**src/rtl/hc138_scan_pkg.sv**
```systemverilog
// ---------------------------------------------------------------------------
// hc138_scan_pkg
//   Shared types, constants and the channel-selection helper for the hc138
//   scan sequencer.
//   - state_t    : sequencer FSM states (IDLE, BLANK, DRIVE)
//   - ch_pick_t  : result of a channel search (found flag + channel index)
//   - EN_ON/OFF  : decoder enable patterns
//   - next_ch()  : next unmasked channel after 'cur', wrapping at num_ch
// ---------------------------------------------------------------------------
package hc138_scan_pkg;

  localparam int SEL_W  = 3;
  localparam int MAX_CH = 1 << SEL_W;

  localparam logic [2:0] EN_ON  = 3'b111;
  localparam logic [2:0] EN_OFF = 3'b000;

  typedef enum logic [1:0] {
    IDLE  = 2'd0,
    BLANK = 2'd1,
    DRIVE = 2'd2
  } state_t;

  typedef struct packed {
    logic             found;
    logic [SEL_W-1:0] ch;
  } ch_pick_t;

  // Searches cur+1, cur+2, ... (mod num_ch) for the first unmasked channel.
  // Offset num_ch lands back on 'cur', so a single unmasked channel picks
  // itself. Iterating from the far end and overwriting leaves the nearest hit.
  function automatic ch_pick_t next_ch(input logic [SEL_W-1:0]  cur,
                                       input logic [MAX_CH-1:0] mask,
                                       input int                num_ch);
    ch_pick_t         pick;
    int               idx;
    logic [SEL_W-1:0] idx_w;
    pick = '0;
    for (int k = MAX_CH; k >= 1; k--) begin
      if (k <= num_ch) begin
        idx = int'(cur) + k;
        if (idx >= num_ch) idx = idx - num_ch;
        idx_w = SEL_W'(idx);
        if (!mask[idx_w]) begin
          pick.found = 1'b1;
          pick.ch    = idx_w;
        end
      end
    end
    return pick;
  endfunction

endpackage

```
**src/rtl/hc138_scan_seq_timer.sv**
```systemverilog
// ---------------------------------------------------------------------------
// scan_dwell_timer
//   Loadable down-counter shared by the BLANK and DRIVE phases. Loading N-1
//   makes the phase last N cycles; 'expired' marks the final cycle.
// Ports
//   clk, rst        clock, synchronous active-high reset
//   load, load_val  reload the counter on the next edge
//   count           current counter value
//   expired         count == 0 (last cycle of the current phase)
// ---------------------------------------------------------------------------
module scan_dwell_timer #(
  parameter int CNT_W = 4
) (
  input  logic             clk,
  input  logic             rst,
  input  logic             load,
  input  logic [CNT_W-1:0] load_val,
  output logic [CNT_W-1:0] count,
  output logic             expired
);

  // NOTE: sequential state is written only with non-blocking assignments so
  // every flop samples pre-edge values regardless of block ordering.
  always_ff @(posedge clk) begin
    if (rst)                count <= '0;
    else if (load)          count <= load_val;
    else if (count != '0)   count <= count - CNT_W'(1);
  end

  assign expired = (count == '0);

endmodule

```
**src/rtl/hc138_scan_seq.sv**
```systemverilog
// ---------------------------------------------------------------------------
// hc138_scan_seq
//   Scan sequencer feeding an hc138 3-to-8 decoder. Steps the select
//   round-robin, holding each channel enabled for DWELL_CYCLES with a
//   BLANK_CYCLES gap (decoder disabled) before it, so the select never moves
//   while the decoder is on. All outputs come straight from flops.
// Configuration
//   HC138_SCAN_MASK_EN : adds ch_mask; masked channels are skipped entirely.
// Ports
//   clk          clock, rising edge
//   rst          synchronous active-high reset (overrides run)
//   run          1 = scan, 0 = return to IDLE on the next edge
//   dec_sel      decoder select (A[2:0])
//   dec_en       decoder enables, 3'b111 on / 3'b000 blanked
//   step_strobe  pulse on the first DRIVE cycle of each channel
//   frame_done   pulse on the last DRIVE cycle of the last channel in a frame
//   busy         1 whenever the FSM is not IDLE
//   ch_mask      (mask build only) bit i = 1 skips channel i
// ---------------------------------------------------------------------------
module hc138_scan_seq
  import hc138_scan_pkg::*;
#(
  parameter int NUM_CH       = 8,
  parameter int DWELL_CYCLES = 1000,
  parameter int BLANK_CYCLES = 4
) (
  input  logic             clk,
  input  logic             rst,
  input  logic             run,
  output logic [SEL_W-1:0] dec_sel,
  output logic [2:0]       dec_en,
  output logic             step_strobe,
  output logic             frame_done,
  output logic             busy
`ifdef HC138_SCAN_MASK_EN
  ,
  input  logic [7:0]       ch_mask
`endif
);

  localparam int MAX_LEN = (DWELL_CYCLES > BLANK_CYCLES) ? DWELL_CYCLES : BLANK_CYCLES;
  localparam int CNT_W   = $clog2(MAX_LEN + 1);

  localparam logic [CNT_W-1:0] DWELL_LOAD = CNT_W'(DWELL_CYCLES - 1);
  localparam logic [CNT_W-1:0] BLANK_LOAD = CNT_W'((BLANK_CYCLES > 0) ? BLANK_CYCLES - 1 : 0);

  logic [MAX_CH-1:0] mask;

`ifdef HC138_SCAN_MASK_EN
  assign mask = ch_mask;
`else
  assign mask = '0;
`endif

  state_t           state_q, state_d;
  logic [SEL_W-1:0] sel_d;
  logic             parked_q, parked_d;   // sitting in BLANK because every channel is masked
  logic             load;
  logic [CNT_W-1:0] load_val;
  logic [CNT_W-1:0] cnt, next_cnt;
  logic             expired;
  logic             go_target;
  ch_pick_t         target, first_pick, step_pick, last_pick;
  logic             is_last;
  logic             step_d, frame_d;

  scan_dwell_timer #(.CNT_W(CNT_W)) u_timer (
    .clk      (clk),
    .rst      (rst),
    .load     (load),
    .load_val (load_val),
    .count    (cnt),
    .expired  (expired)
  );

  // NOTE: every signal assigned here gets a default first, so no path leaves
  // one unassigned and no latch is inferred.
  always_comb begin
    state_d    = state_q;
    sel_d      = dec_sel;
    parked_d   = parked_q;
    load       = 1'b0;
    load_val   = DWELL_LOAD;
    go_target  = 1'b0;
    target     = '0;
    first_pick = next_ch(SEL_W'(NUM_CH - 1), mask, NUM_CH);
    step_pick  = next_ch(dec_sel, mask, NUM_CH);

    case (state_q)
      IDLE: begin
        if (run) begin
          go_target = 1'b1;
          target    = first_pick;
        end
      end
      BLANK: begin
        if (!run) begin
          state_d  = IDLE;
          sel_d    = '0;
          parked_d = 1'b0;
        end else if (parked_q) begin
          // Re-evaluated every cycle; stays parked until something unmasks.
          go_target = 1'b1;
          target    = first_pick;
        end else if (expired) begin
          state_d  = DRIVE;
          load     = 1'b1;
          load_val = DWELL_LOAD;
        end
      end
      DRIVE: begin
        if (!run) begin
          state_d  = IDLE;
          sel_d    = '0;
          parked_d = 1'b0;
        end else if (expired) begin
          go_target = 1'b1;
          target    = step_pick;
        end
      end
      default: begin
        state_d  = IDLE;
        sel_d    = '0;
        parked_d = 1'b0;
      end
    endcase

    // Moving to a new channel: the select changes only here, i.e. on entry
    // to BLANK, or straight into DRIVE when there is no blanking gap.
    if (go_target) begin
      if (!target.found) begin
        state_d  = BLANK;
        sel_d    = '0;
        parked_d = 1'b1;
      end else if (BLANK_CYCLES == 0) begin
        state_d  = DRIVE;
        sel_d    = target.ch;
        parked_d = 1'b0;
        load     = 1'b1;
        load_val = DWELL_LOAD;
      end else begin
        state_d  = BLANK;
        sel_d    = target.ch;
        parked_d = 1'b0;
        load     = 1'b1;
        load_val = BLANK_LOAD;
      end
    end

    // Strobes are registered, so they are decided one edge early from the
    // counter value the timer will hold after this edge.
    next_cnt  = load ? load_val : (expired ? '0 : cnt - CNT_W'(1));
    last_pick = next_ch(sel_d, mask, NUM_CH);
    is_last   = last_pick.found && (last_pick.ch <= sel_d);
    step_d    = (state_d == DRIVE) && load;
    frame_d   = (state_d == DRIVE) && (next_cnt == '0) && is_last;
  end

  always_ff @(posedge clk) begin
    if (rst) begin
      state_q     <= IDLE;
      parked_q    <= 1'b0;
      dec_sel     <= '0;
      dec_en      <= EN_OFF;
      step_strobe <= 1'b0;
      frame_done  <= 1'b0;
      busy        <= 1'b0;
    end else begin
      state_q     <= state_d;
      parked_q    <= parked_d;
      dec_sel     <= sel_d;
      dec_en      <= (state_d == DRIVE) ? EN_ON : EN_OFF;
      step_strobe <= step_d;
      frame_done  <= frame_d;
      busy        <= (state_d != IDLE);
    end
  end

endmodule

```
**config.mk**
```make
export PLATFORM = sky130hd
export DESIGN_NAME = hc138_scan_seq
export DESIGN_NICKNAME = d
export VERILOG_FILES = /design/src/rtl/hc138_scan_pkg.sv /design/src/rtl/hc138_scan_seq_timer.sv /design/src/rtl/hc138_scan_seq.sv
export SDC_FILE = /design/constraint.sdc
export NUM_CORES = 1
export LEC_CHECK = 0
export CAP_MARGIN = 20
export CORE_ASPECT_RATIO = 1.25
export CORE_UTILIZATION = 30
export DETAILED_ROUTE_END_ITERATION = 8
export SETUP_SLACK_MARGIN = 0.3
export SLEW_MARGIN = 20
export SYNTH_ARGS = -nofsm -noshare
export SYNTH_HDL_FRONTEND = slang
export SYNTH_SLANG_ARGS = --single-unit
```
**constraint.sdc**
```tcl
create_clock -name clk -period 5.86 [get_ports clk]
set_clock_uncertainty 0.2 [all_clocks]
set_input_delay 1.172 -clock clk [delete_from_list [all_inputs] [get_ports clk]]
set_output_delay 1.172 -clock clk [all_outputs]
set_load 0.05 [all_outputs]
```
Yosys cells after proc, flatten, opt, wreduce, memory -nomap -nowiden:

Memory sizes are Yosys's and may differ from the RTL's.
Index checks and enable logic that the tools add are counted.
W data, S select, Z words.

* flip-flop bits (word level): 22
* memory bits (read-only): 128
* logic and storage cells: 193
* memories: 16

* add/subtract/negate cells: 33
* $lt $le $gt $ge: 33
* eq/ne operators: 5
* muxes and demuxes: 86
* reductions and logical operators: 12

Memory list
* (no name shown): depth 8, bits a word 1, read ports 1, clocked after Yosys merged registers in 0, write ports 0, line hc138_scan_pkg.sv:44 `if (!mask[idx_w]) begin`
* (no name shown): depth 8, bits a word 1, read ports 1, clocked after Yosys merged registers in 0, write ports 0, line hc138_scan_pkg.sv:44
* (no name shown): depth 8, bits a word 1, read ports 1, clocked after Yosys merged registers in 0, write ports 0, line hc138_scan_pkg.sv:44
* (no name shown): depth 8, bits a word 1, read ports 1, clocked after Yosys merged registers in 0, write ports 0, line hc138_scan_pkg.sv:44
* (no name shown): depth 8, bits a word 1, read ports 1, clocked after Yosys merged registers in 0, write ports 0, line hc138_scan_pkg.sv:44
* (no name shown): depth 8, bits a word 1, read ports 1, clocked after Yosys merged registers in 0, write ports 0, line hc138_scan_pkg.sv:44
* 10 more memories

Operators by type and width (count)
* $mux W4: 21
* $lt A3 B4 Y1 const B: 16
* $mux W10: 6
* $mux W3: 20
* $ge A4 B4 Y1 const B: 14
* $sub A3 B1 Y3 const B: 16
* $add A3 B3 Y4 const B: 8
* $mux W1: 29
* $logic_not A10 Y1: 2
* $add A3 B2 Y4 const B: 4
* $pmux W4 S3: 1
* $add A3 B4 Y5 const B: 2
* $ge A5 B4 Y1 const B: 2
* $mux W2: 5
* $reduce_bool A10 Y1: 1
* $sub A10 B1 Y10 const B: 1
* $add A3 B1 Y4 const B: 2
* $pmux W2 S3: 1
* $pmux W3 S2: 1
* $eq A2 B2 Y1 const B: 2
* $logic_and A1 B1 Y1: 4
* $reduce_bool A2 Y1: 2
* $le A3 B3 Y1: 1
* $ne A3 B2 Y1 const B: 1
* other kinds (7): 7

Logic depth before layout (Yosys ltp):

Gate-level depths: netlist (run 1).

* word-level depth: 34
* gate-level depth with buffers: 11

Cells and area by module:

Synthesis (run 1) repeated with hierarchy kept, for this count alone.

* cells, all modules: 147
* area total of the unflattened synthesis: 1228.7 sq um

Modules (own cells, without submodules)
* hc138_scan_seq: instances 1, cells each 78, area an instance 658.1 sq um
* scan_dwell_timer: instances 1, cells each 69, area an instance 570.5 sq um

Least setup slack after synthesis (run 1):

Ideal clock, no wire load.

* kind: register to register
* start: register u_timer.count[0]
* end: register frame_done
* setup time: 0.061 ns
* arrival time: 2.547 ns
* data required time: 5.599 ns
* setup slack: 3.052 ns
* cell stages (with the launch flop): 12
* path buffers: 3
* path through: dfxtp_1 clkbuf_1 inv_1 ha_1 clkbuf_1 or3b_1 or4_4 buf_6 o41a_1 nor2_2 nand4_1 and4bb_1

* longest elaborated chain between the ends: 22
* elaborated cells on any way between the ends: 86

Ends and longest elaborated chain
* from (decl): line hc138_scan_seq_timer.sv:18 `output logic [CNT_W-1:0] count,`
* from (signal assigned): line hc138_scan_seq_timer.sv:26 `else if (load) count <= load_val;`
* from (signal assigned): line hc138_scan_seq_timer.sv:27 `else if (count != '0) count <= count - CNT_W'(1);`
* $logic_not A10 Y1: line hc138_scan_seq_timer.sv:30 `assign expired = (count == '0);`
* $mux W4: line hc138_scan_seq.sv:116 `end else if (expired) begin`
* $mux W4: line hc138_scan_seq.sv:112 `if (!run) begin`
* $pmux W4 S3: line hc138_scan_seq.sv:89 `case (state_q)`
* $mux W3: line hc138_scan_seq.sv:131 `if (!target.found) begin`
* $mux W3: line hc138_scan_seq.sv:130 `if (go_target) begin`
* $add A3 B4 Y5: line hc138_scan_pkg.sv:41 `idx = int'(cur) + k;`
* $ge A5 B4 Y1 / $sub A3 B1 Y3 (equally long branches): line hc138_scan_pkg.sv:42 `if (idx >= num_ch) idx = idx - num_ch;`
* $mux W3: line hc138_scan_pkg.sv:42
* $mem_v2 Z8 W1
* $mux W1 (implied by the code): line hc138_scan_pkg.sv:44
* $mux W4 (8 in a row): line hc138_scan_pkg.sv:44
* $le A3 B3 Y1: line hc138_scan_seq.sv:154 `is_last = last_pick.found && (last_pick.ch <= sel_d);`
* $logic_and A1 B1 Y1: line hc138_scan_seq.sv:154
* $logic_and A1 B1 Y1 *: line hc138_scan_seq.sv:156 `frame_d = (state_d == DRIVE) && (next_cnt == '0) && is_last;`
* to (signal assigned): line hc138_scan_seq.sv:174 `frame_done <= frame_d;`
* to (decl): line hc138_scan_seq.sv:33 `output logic frame_done,`

Mark *: on every way between the ends. The rest lies on a longest branch, timed or not. The select of a mux whose other input is x is not followed.
A chain may end at the register's enable or synchronous reset.

Worst setup path after layout (run 1):

* start: input run
* end: register u_timer.count[6]

* longest elaborated chain between the ends: 5
* elaborated cells on any way between the ends: 16

Ends and longest elaborated chain
* from (decl): line hc138_scan_seq.sv:29 `input logic run,`
* $mux W4, or another cell as far along: line hc138_scan_seq.sv:112
* $pmux W4 S3 / $mux W1 (equally long branches): line hc138_scan_seq.sv:89
* $mux W10 / $mux W1 (equally long branches): line hc138_scan_seq.sv:131
* $mux W10 / $mux W1 (equally long branches): line hc138_scan_seq.sv:130
* $mux W10 / $reduce_bool A2 Y1 (equally long branches)

Several ways; a longest one is shown, not always the timed one.

==> results of run 1 <==
==> stage by stage <==
| step | worst slack [ns] | instances | hold WS [ns] |
|---|---|---|---|
| final | 2.71 | 213 | 0.349 |
| after global routing | 2.48 | 213 | 0.392 |
| after CTS | 2.72 | 213 | 0.345 |
| after detailed placement | 2.45 | 209 | 0.334 |
| after global placement | 2.54 | 209 | 0.310 |
| after floorplan | 3.05 | 156 | 0.287 |
==> critical path: stages <==
cell             delay (ns)
clkdlybuf4s50_1        0.57
nor2b_1                0.15
o21ai_0                0.18
a21oi_1                0.39
or2_0                  0.35
o21bai_1               0.21
nor2_1                 0.07
==> layer usage <==
metal  share of wire  vias up  global-route usage
met5               0        -                   0
met4           0.023        0              0.0741
met3           0.023        6              0.0246
met2            0.52       18               0.238
met1            0.44      549               0.146
li1                -      557                   -
==> report_power, final <==
group          internal [mW]  switching (mW)
sequential             0.170          0.0544
combinational          0.155           0.199
clock                 0.0911          0.0464
total                  0.416           0.300
==> layout make-up <==
class	instances	area, µm²
repair buffers	11	110
flip-flops and latches	20	400
multi-input cells	117	751
inverters	7	26.3
fillers	416	2450
clock buffers	3	41.3
well taps	54	67.6
clock inverters	1	30.0
==> state kept, by name, summed over array words and instances, names as in the netlist <==
register       cells
parked_q           1
frame_done         1
busy               1
u_timer.count     10
dec_sel            3
dec_en             1
state_q            2
step_strobe        1
==> cells by family after synthesis <==
logic type	after synthesis	synth area share
AND/OR/NAND/NOR	73	0.332
buffers and inverters	19	0.0707
AO/OA/AOI/OAI	31	0.163
multiplexers	1	0.00808
flip-flops	20	0.323
adder cells (fa/ha/maj)	6	0.0606
XOR/XNOR	6	0.0424
==> how the worst max path moves through the flow <==
stage,startpoint,endpoint,slack (ns),depth (start not counted)
finish,run,u_timer.count[6],2.71,7
global route,run,u_timer.count[2],2.48,7
CTS,run,u_timer.count[6],2.72,7
detailed placement,run,u_timer.count[6],2.45,7
global placement,run,u_timer.count[6],2.54,7
floorplan,u_timer.count[0],frame_done,3.05,11
==> layout by cell type (no fill, tap or decap), types with 2 or more instances in the layout <==
master           count
nor2_1              17
dfxtp_1             20
nand3_1              2
or2_0                2
or3_1                3
xnor2_1              5
a21oi_1             11
nor4_1               5
a211oi_1             2
ha_1                 6
nand2b_1             3
nand2_1             10
inv_1                7
clkdlybuf4s50_1     11
or2_2                2
nor3_1              10
nor2b_1              3
o21ai_0              6
nor3b_1              4
or4_4                2
clkbuf_8             3
==> impl_metrics.toml, run 1 <==
[clock_network]
cts_buffers = 3
post_cts_resized = 0
cts_setup_buffers = 0
cts_sinks = 20
clkLatencyLatePin_ns = 0.26
cts-root-buf = "clkbuf_8"
cts_buffer_depth = 2
postCtsHoldBufs = 0
htreeDepth = 1
cts_tree = "yes"
clk_pin_slew_ns = 0.08

[cells_and_area]
utilization = 0.368
fin_nets = 169
design_area_mm2 = 0.00143
area_growth_pct = 15.2
drive_above_1_share = 0.0629
diodes = 0

[critical_path]
worstPathArrival_ns = 3.10
path_class = "primary input to flop"
regToRegStartpoint = "u_timer.count[0]"
r2r_setup_slack_ns = 2.84
cp_max_fo = 7
cp-start-kind = "primary input"
r2r_end = "u_timer.count[6]"
crit_required_ns = 5.81
ff2ff_path_depth = 8
endpoint_kind = "flop"

[timing]
clock.fmax_mhz = 317
timing.final.crit_period_ns = 3.15
hold_viol_final = 0
layout_worst_path_cycle_share = 0.538
finalSetupViolations = 0
worstMarginPinSlew_ns = 0.653
rsz0062_at_grt = "false"
max-slew-margin-rel = 0.564
finalSetupTns_ns = 0
report.final.slew_viol_count = 0

[floorplanning]
design.die.area_mm2 = 0.00439
die_h_um = 73.8
die_x_um = 59.5
rows = 25
ios = 12
start_util = 0.319
core_area_mm2 = 0.00388

[detailed_routing]
drt-initial-drc-count = 75
postRouteAntennaNets = 0
post_drt_wl_per_cell_um = 12.7
vias = 1130
dr.pass1.iters = 4
routed_wl_mm = 2.71
via_per_inst = 5.31
route.detailed.drc = 0

[synth]
synth_area_per_cell_um2 = 7.94
synth_top_area_share = 0.323
synthCells = 156
yosys.area.top_type = "dfxtp_1"
synth_flop_cell = "dfxtp_1"
synth_area_leaders = "dfxtp_1 32%, ha_1 6.1%, nor2_1 5.2%"
async_flop_share = 0
synth_most_common_cell = "dfxtp_1"
seq_area_frac_synth = 0.323
ys_seq_elements = 20
yosys_warnings = 0
synth_edf_count = 0
syn_area_mm2 = 0.00124
synth_fp_nets = 165
synth.distinct_cells = 47
yosys-top-cells-count = "20 x dfxtp_1, 17 x nor2_1, 11 x a21oi_1"

[global_routing]
grt.overflow.total = 0
grt_max_degree = 13
antenna_found_initial = 0
grt_pass1_vias = 1105
grt_pass1_wl_mm = 4.55
grt_usage = 0.134

[job]
drv_cap = 0

[worst_hold_path]
min_to = "dec_sel[2]"
hold_depth = 2
min_path_type = "flop to flop"
hp-start = "dec_sel[2]"

[place]
dp_hpwl_mm = 2.10
dpl_cell_area_mm2 = 0.00136
portBuffers = 11
gp_congestion = 0.799

[pwr]
power-per-cell-area_mw_per_mm2 = 502
finalPower_uw = 716
peakVddDrop_mv = 0.244
power.leakage_nw = 0.532

[outcome]
outcome = "completed"
(Power assumes the default switching activity.)
==> inputs of run 2 (changes only) <==
==> constraint.sdc (replaced) <==
create_clock -name clk -period 2.9 [get_ports clk]
set_clock_uncertainty 0.2 [all_clocks]
set_input_delay 0.58 -clock clk [delete_from_list [all_inputs] [get_ports clk]]
set_output_delay 0.58 -clock clk [all_outputs]
set_load 0.05 [all_outputs]
==> run 2 against run 1 <==
Cell area grew 6.0%. Critical path depth rose by 1. Die area is the same. Largest cell class unchanged.
==> impl_metrics.toml, run 2 (synthesized netlist as in run 1, its figures left out) <==
[pwr]
power.leakage_nw = 0.577
power-per-cell-area_mw_per_mm2 = 1040
finalPower_mw = 1.56
peakVddDrop_mv = 0.464

[critical_path]
worstSetupStartpoint = "u_timer.count[1]"
r2r_end = "frame_done"
endpoint = "frame_done"
crit_required_ns = 2.90
regToRegStartpoint = "u_timer.count[1]"
path_class = "flop to flop"
cp_max_fo = 2
ff2ff_path_depth = 8
cp-start-kind = "flop"
worstPathArrival_ns = 2.53
r2r_setup_slack_ns = 0.38
endpoint_kind = "flop"

[cells_and_area]
layout.cells.non_filler = 223
multi_input_area_um2 = 777
area_growth_pct = 22.0
nFillCells = 435
largest_reg_flops = 10
final_common_cell = "dfxtp_1"
drive_above_1_share = 0.154
final_cell_mix = "20 x dfxtp_1, 17 x nor2_1, 11 x a21oi_1, 11 x clkdlybuf4s50_1"
seq_area_um2 = 400
design_area_mm2 = 0.00151
fin_nets = 179
top_register = "u_timer.count"
reg_top3 = "u_timer.count (10), dec_sel (3), state_q (2)"
diodes = 0

[floorplanning]
ios = 12
die_h_um = 73.8
design.die.area_mm2 = 0.00439
rows = 25
core_area_mm2 = 0.00388
start_util = 0.319
die_x_um = 59.5

[detailed_routing]
dr_wl_met3_um = 122
dr_wl_met2_mm = 1.55
postRouteAntennaNets = 0
vias = 1165
post_drt_wl_per_cell_um = 13.3
drt-met1-wl_mm = 1.20
drt-initial-drc-count = 59
top_layer = "met4"
via_per_inst = 5.22
dr.pass1.iters = 4
route.detailed.drc = 0
routed_wl_mm = 2.96

[clock_network]
postCtsHoldBufs = 0
cts_tree = "yes"
cts-root-buf = "clkbuf_8"
cts_buffers = 3
clkLatencyLatePin_ns = 0.26
cts_buffer_depth = 2
htreeDepth = 1
clk_pin_slew_ns = 0.08
cts_sinks = 20

[timing]
rsz0062_at_grt = "false"
clock.fmax_mhz = 396
hold_viol_final = 0
worstMarginPinSlew_ns = 0.494
report.final.slew_viol_count = 0
max-slew-margin-rel = 0.670
timing.final.crit_period_ns = 2.52
finalSetupTns_ns = 0
layout_worst_path_cycle_share = 0.870
finalSetupViolations = 0

[place]
portBuffers = 11
dp_cells = 216
dp_hpwl_mm = 2.16
dpl_cell_area_mm2 = 0.00141
gp_congestion = 0.908

[worst_hold_path]
min_path_type = "flop to flop"

[global_routing]
grt_pass1_wl_mm = 4.80
grt_max_degree = 12
grt_pass1_vias = 1092
grt.overflow.total = 0
antenna_found_initial = 0
grt_usage = 0.146

[outcome]
outcome = "completed"

[job]
drv_cap = 0
-- run 2: worst min-delay path by stage --
| stage | from | to | slack [ns] | cells after the start |
|---|---|---|---|---|
| global route | dec_sel[2] | dec_sel[2] | 0.38 | 2 |
| CTS | parked_q | parked_q | 0.34 | 2 |
| global placement | dec_sel[2] | dec_sel[2] | 0.32 | 2 |
| detailed placement | parked_q | parked_q | 0.32 | 2 |
| floorplan | parked_q | parked_q | 0.29 | 2 |
| finish | dec_sel[2] | dec_sel[2] | 0.33 | 2 |
-- run 2: what timing repair did --
item	in CTS	in global routing
setup buffers	3	0
gates resized for setup	4	3
pin swaps	5	4
endpoints found under the setup margin	1	2
-- run 2: layout make-up --
| type | count | share of cell area |
|---|---|---|
| Multi-Input combinational cell | 117 | 0.514 |
| Sequential cell | 20 | 0.265 |
| Timing Repair Buffer | 21 | 0.123 |
| Tap cell | 54 | 0.0447 |
| Clock buffer | 4 | 0.0364 |
| Inverter | 7 | 0.0174 |
-- run 2: critical path, stage by stage (launching register included) --
cell	delay (ns)
dfxtp_1	0.32
inv_2	0.07
ha_4	0.14
or3b_4	0.37
or4_4	0.49
o41a_1	0.35
nor2_2	0.14
nand4_1	0.12
and4bb_1	0.27
-- run 2: per-stage QoR --
step           setup slack [ns]  hold WS (ns)   util
3_5_place_dp              0.254         0.317  0.363
6_report                  0.376         0.335  0.390
3_3_place_gp              0.283         0.320  0.363
2_1_floorplan             0.202         0.287      -
5_1_grt                   0.301         0.385  0.390
4_1_cts                   0.310         0.336  0.387
-- run 2: where the power goes --
part | leakage [nW] | internal [mW] | switching, mW
registers | 0.163 | 0.343 | 0.101
logic | 0.385 | 0.430 | 0.475
clock network | 0.0288 | 0.121 | 0.0947
-- run 2: layer usage --
metal / vias up / GRT usage
met2: 26 / 0.257
met4: 0 / 0.0794
li1: 582 / -
met1: 548 / 0.157
met3: 9 / 0.0335
met5: - / 0
==> inputs of run 3 (changes only) <==
--- a/config.mk
+++ b/config.mk
@@ -7,6 +7,7 @@
 export LEC_CHECK = 0
 export CAP_MARGIN = 20
 export CORE_ASPECT_RATIO = 1.25
+export CORE_MARGIN = 5
 export CORE_UTILIZATION = 30
 export DETAILED_ROUTE_END_ITERATION = 8
 export SETUP_SLACK_MARGIN = 0.3
==> run 3 against run 2 <==
Critical path depth stayed put. Cell area rose by 0.33%. Sequential cell count did not move. Non-clock buffer count up 1. Final cell count is 1.3% higher.
==> impl_metrics.toml, run 3 (synthesized netlist as in run 1, its figures left out) <==
[global_routing]
antenna_found_initial = 0
grt_pass1_vias = 1100
grt_usage = 0.115
grt.overflow.total = 0
grt_max_degree = 13
grt_pass1_wl_mm = 4.88

[clock_network]
cts_sinks = 20
cts-root-buf = "clkbuf_8"
htreeDepth = 1
clkLatencyLatePin_ns = 0.26
cts_buffer_depth = 2
cts_buffers = 3
clk_pin_slew_ns = 0.08
cts_tree = "yes"

[floorplanning]
start_util = 0.307
rows = 26
ios = 12
die_x_um = 67.5
design.die.area_mm2 = 0.00552
die_h_um = 81.8
core_area_mm2 = 0.00403

[timing]
finalSetupTns_ns = 0
max-slew-margin-rel = 0.666
finalSetupViolations = 0
hold_viol_final = 0
layout_worst_path_cycle_share = 0.890
rsz0062_at_grt = "true"
timing.final.crit_period_ns = 2.58
clock.fmax_mhz = 387
worstMarginPinSlew_ns = 0.499
report.final.slew_viol_count = 0

[critical_path]
max_stage_delay_ns = 0.51
crit_family = "simple AND/OR/NAND/NOR gates"
cp_cell_sequence = "inv_1 > ha_1 > or3b_1 > or4_4 > o41a_1 > nor2_2 > nand4_1 > and4bb_1"
path_buf_inv = 1
endpoint_kind = "flop"
cp.depth = 8
cp-start-kind = "flop"
ff2ff_path_depth = 8
slowest_stage = "or4_4"
worstPathArrival_ns = 2.59
crit_required_ns = 2.91
cp_max_fo = 3
path_class = "flop to flop"

[place]
dp_hpwl_mm = 2.24
portBuffers = 11
dp_cells = 220
gp_congestion = 0.814

[cells_and_area]
top_register = "u_timer.count"
area_growth_pct = 22.4
final_common_cell = "dfxtp_1"
fin_nets = 180
reg_top3 = "u_timer.count (10), dec_sel (3), state_q (2)"
diodes = 0
nFillCells = 435
multi_input_area_um2 = 756
largest_reg_flops = 10
drive_above_1_share = 0.129
layout.cells.non_filler = 226
final_cell_mix = "20 x dfxtp_1, 17 x nor2_1, 11 x a21oi_1, 11 x clkdlybuf4s50_1, 11 x buf_4"
seq_area_um2 = 400

[detailed_routing]
postRouteAntennaNets = 0
via_per_inst = 5.08
routed_wl_mm = 2.92
drt-initial-drc-count = 106
post_drt_wl_per_cell_um = 12.9
dr.pass1.iters = 4
vias = 1148
route.detailed.drc = 0

[pwr]
power-per-cell-area_mw_per_mm2 = 1030
peakVddDrop_mv = 0.534
power.leakage_nw = 0.587

[job]
drv_cap = 0

[worst_hold_path]
hold_depth = 2
min_path_type = "flop to flop"

[outcome]
outcome = "completed"
[run 3: changes by cell type in the layout (fill, tap and decap cells not counted)]
cell / change
a221oi_1: +1
ha_4: -1
ha_1: +1
clkbuf_8: -1
a221oi_2: -1
inv_2: -2
buf_4: +1
or3b_1: +1
bufinv_16: +1
or3b_4: -1
inv_1: +2
[run 3: power by group]
part / switching (mW) / total [mW] / internal [mW]
combinational: 0.453 / 0.853 / 0.399
clock: 0.0971 / 0.281 / 0.184
sequential: 0.0898 / 0.433 / 0.343
total: 0.640 / 1.57 / 0.927
[run 3: cell type report]
type	count	area share
clock inverter	1	0.0198
timing repair buffer	22	0.127
clock buffer	3	0.0272
inverter	7	0.0173
multi-input combinational	117	0.498
tap	56	0.0462
sequential	20	0.264
[run 3: metrics by stage]
stage / setup WS [ns] / hold WS (ns) / area [µm²] / utilization / power [mW]
after floorplan: 0.202 / 0.287 / 1250 / - / 1.07
after global placement: 0.299 / 0.322 / 1430 / 0.353 / 1.26
after detailed placement: 0.257 / 0.321 / 1430 / 0.353 / 1.25
after CTS: 0.330 / 0.338 / 1510 / 0.375 / 1.56
after global routing: 0.198 / 0.363 / 1520 / 0.376 / 1.68
final: 0.319 / 0.337 / 1520 / 0.376 / 1.57
[run 3: path summary, 6_finish.rpt]
path	to	startpoint	slack, ns
max	frame_done	u_timer.count[0]	0.32
min	parked_q	parked_q	0.34
max reg2reg	frame_done	u_timer.count[0]	0.32
min reg2reg	parked_q	parked_q	0.34
[run 3: worst reg2reg max path: cells and delay by family, from the launching register on]
kind	cells	cell delay, ns
buf+inv	1	0.06
compound gates	1	0.37
simple gates	5	1.42
fa+ha+maj	1	0.18
flops	1	0.31
[run 3: per-layer routing]
layer / global-route usage / part of all wire / wire [µm] / up-vias
li1: - / - / - / 581
met1: 0.129 / 0.44 / 1280 / 531
met2: 0.203 / 0.50 / 1450 / 24
met3: 0.0233 / 0.035 / 103 / 12
met4: 0.0548 / 0.028 / 82 / 0
met5: 0 / 0 / 0 / -
[run 3: repair_timing]
action	4_1_cts	5_1_grt
hold buffers	0	0
setup buffers	2	0
pin swaps	2	0
resized for setup	0	1
setup endpoints to repair	1	9
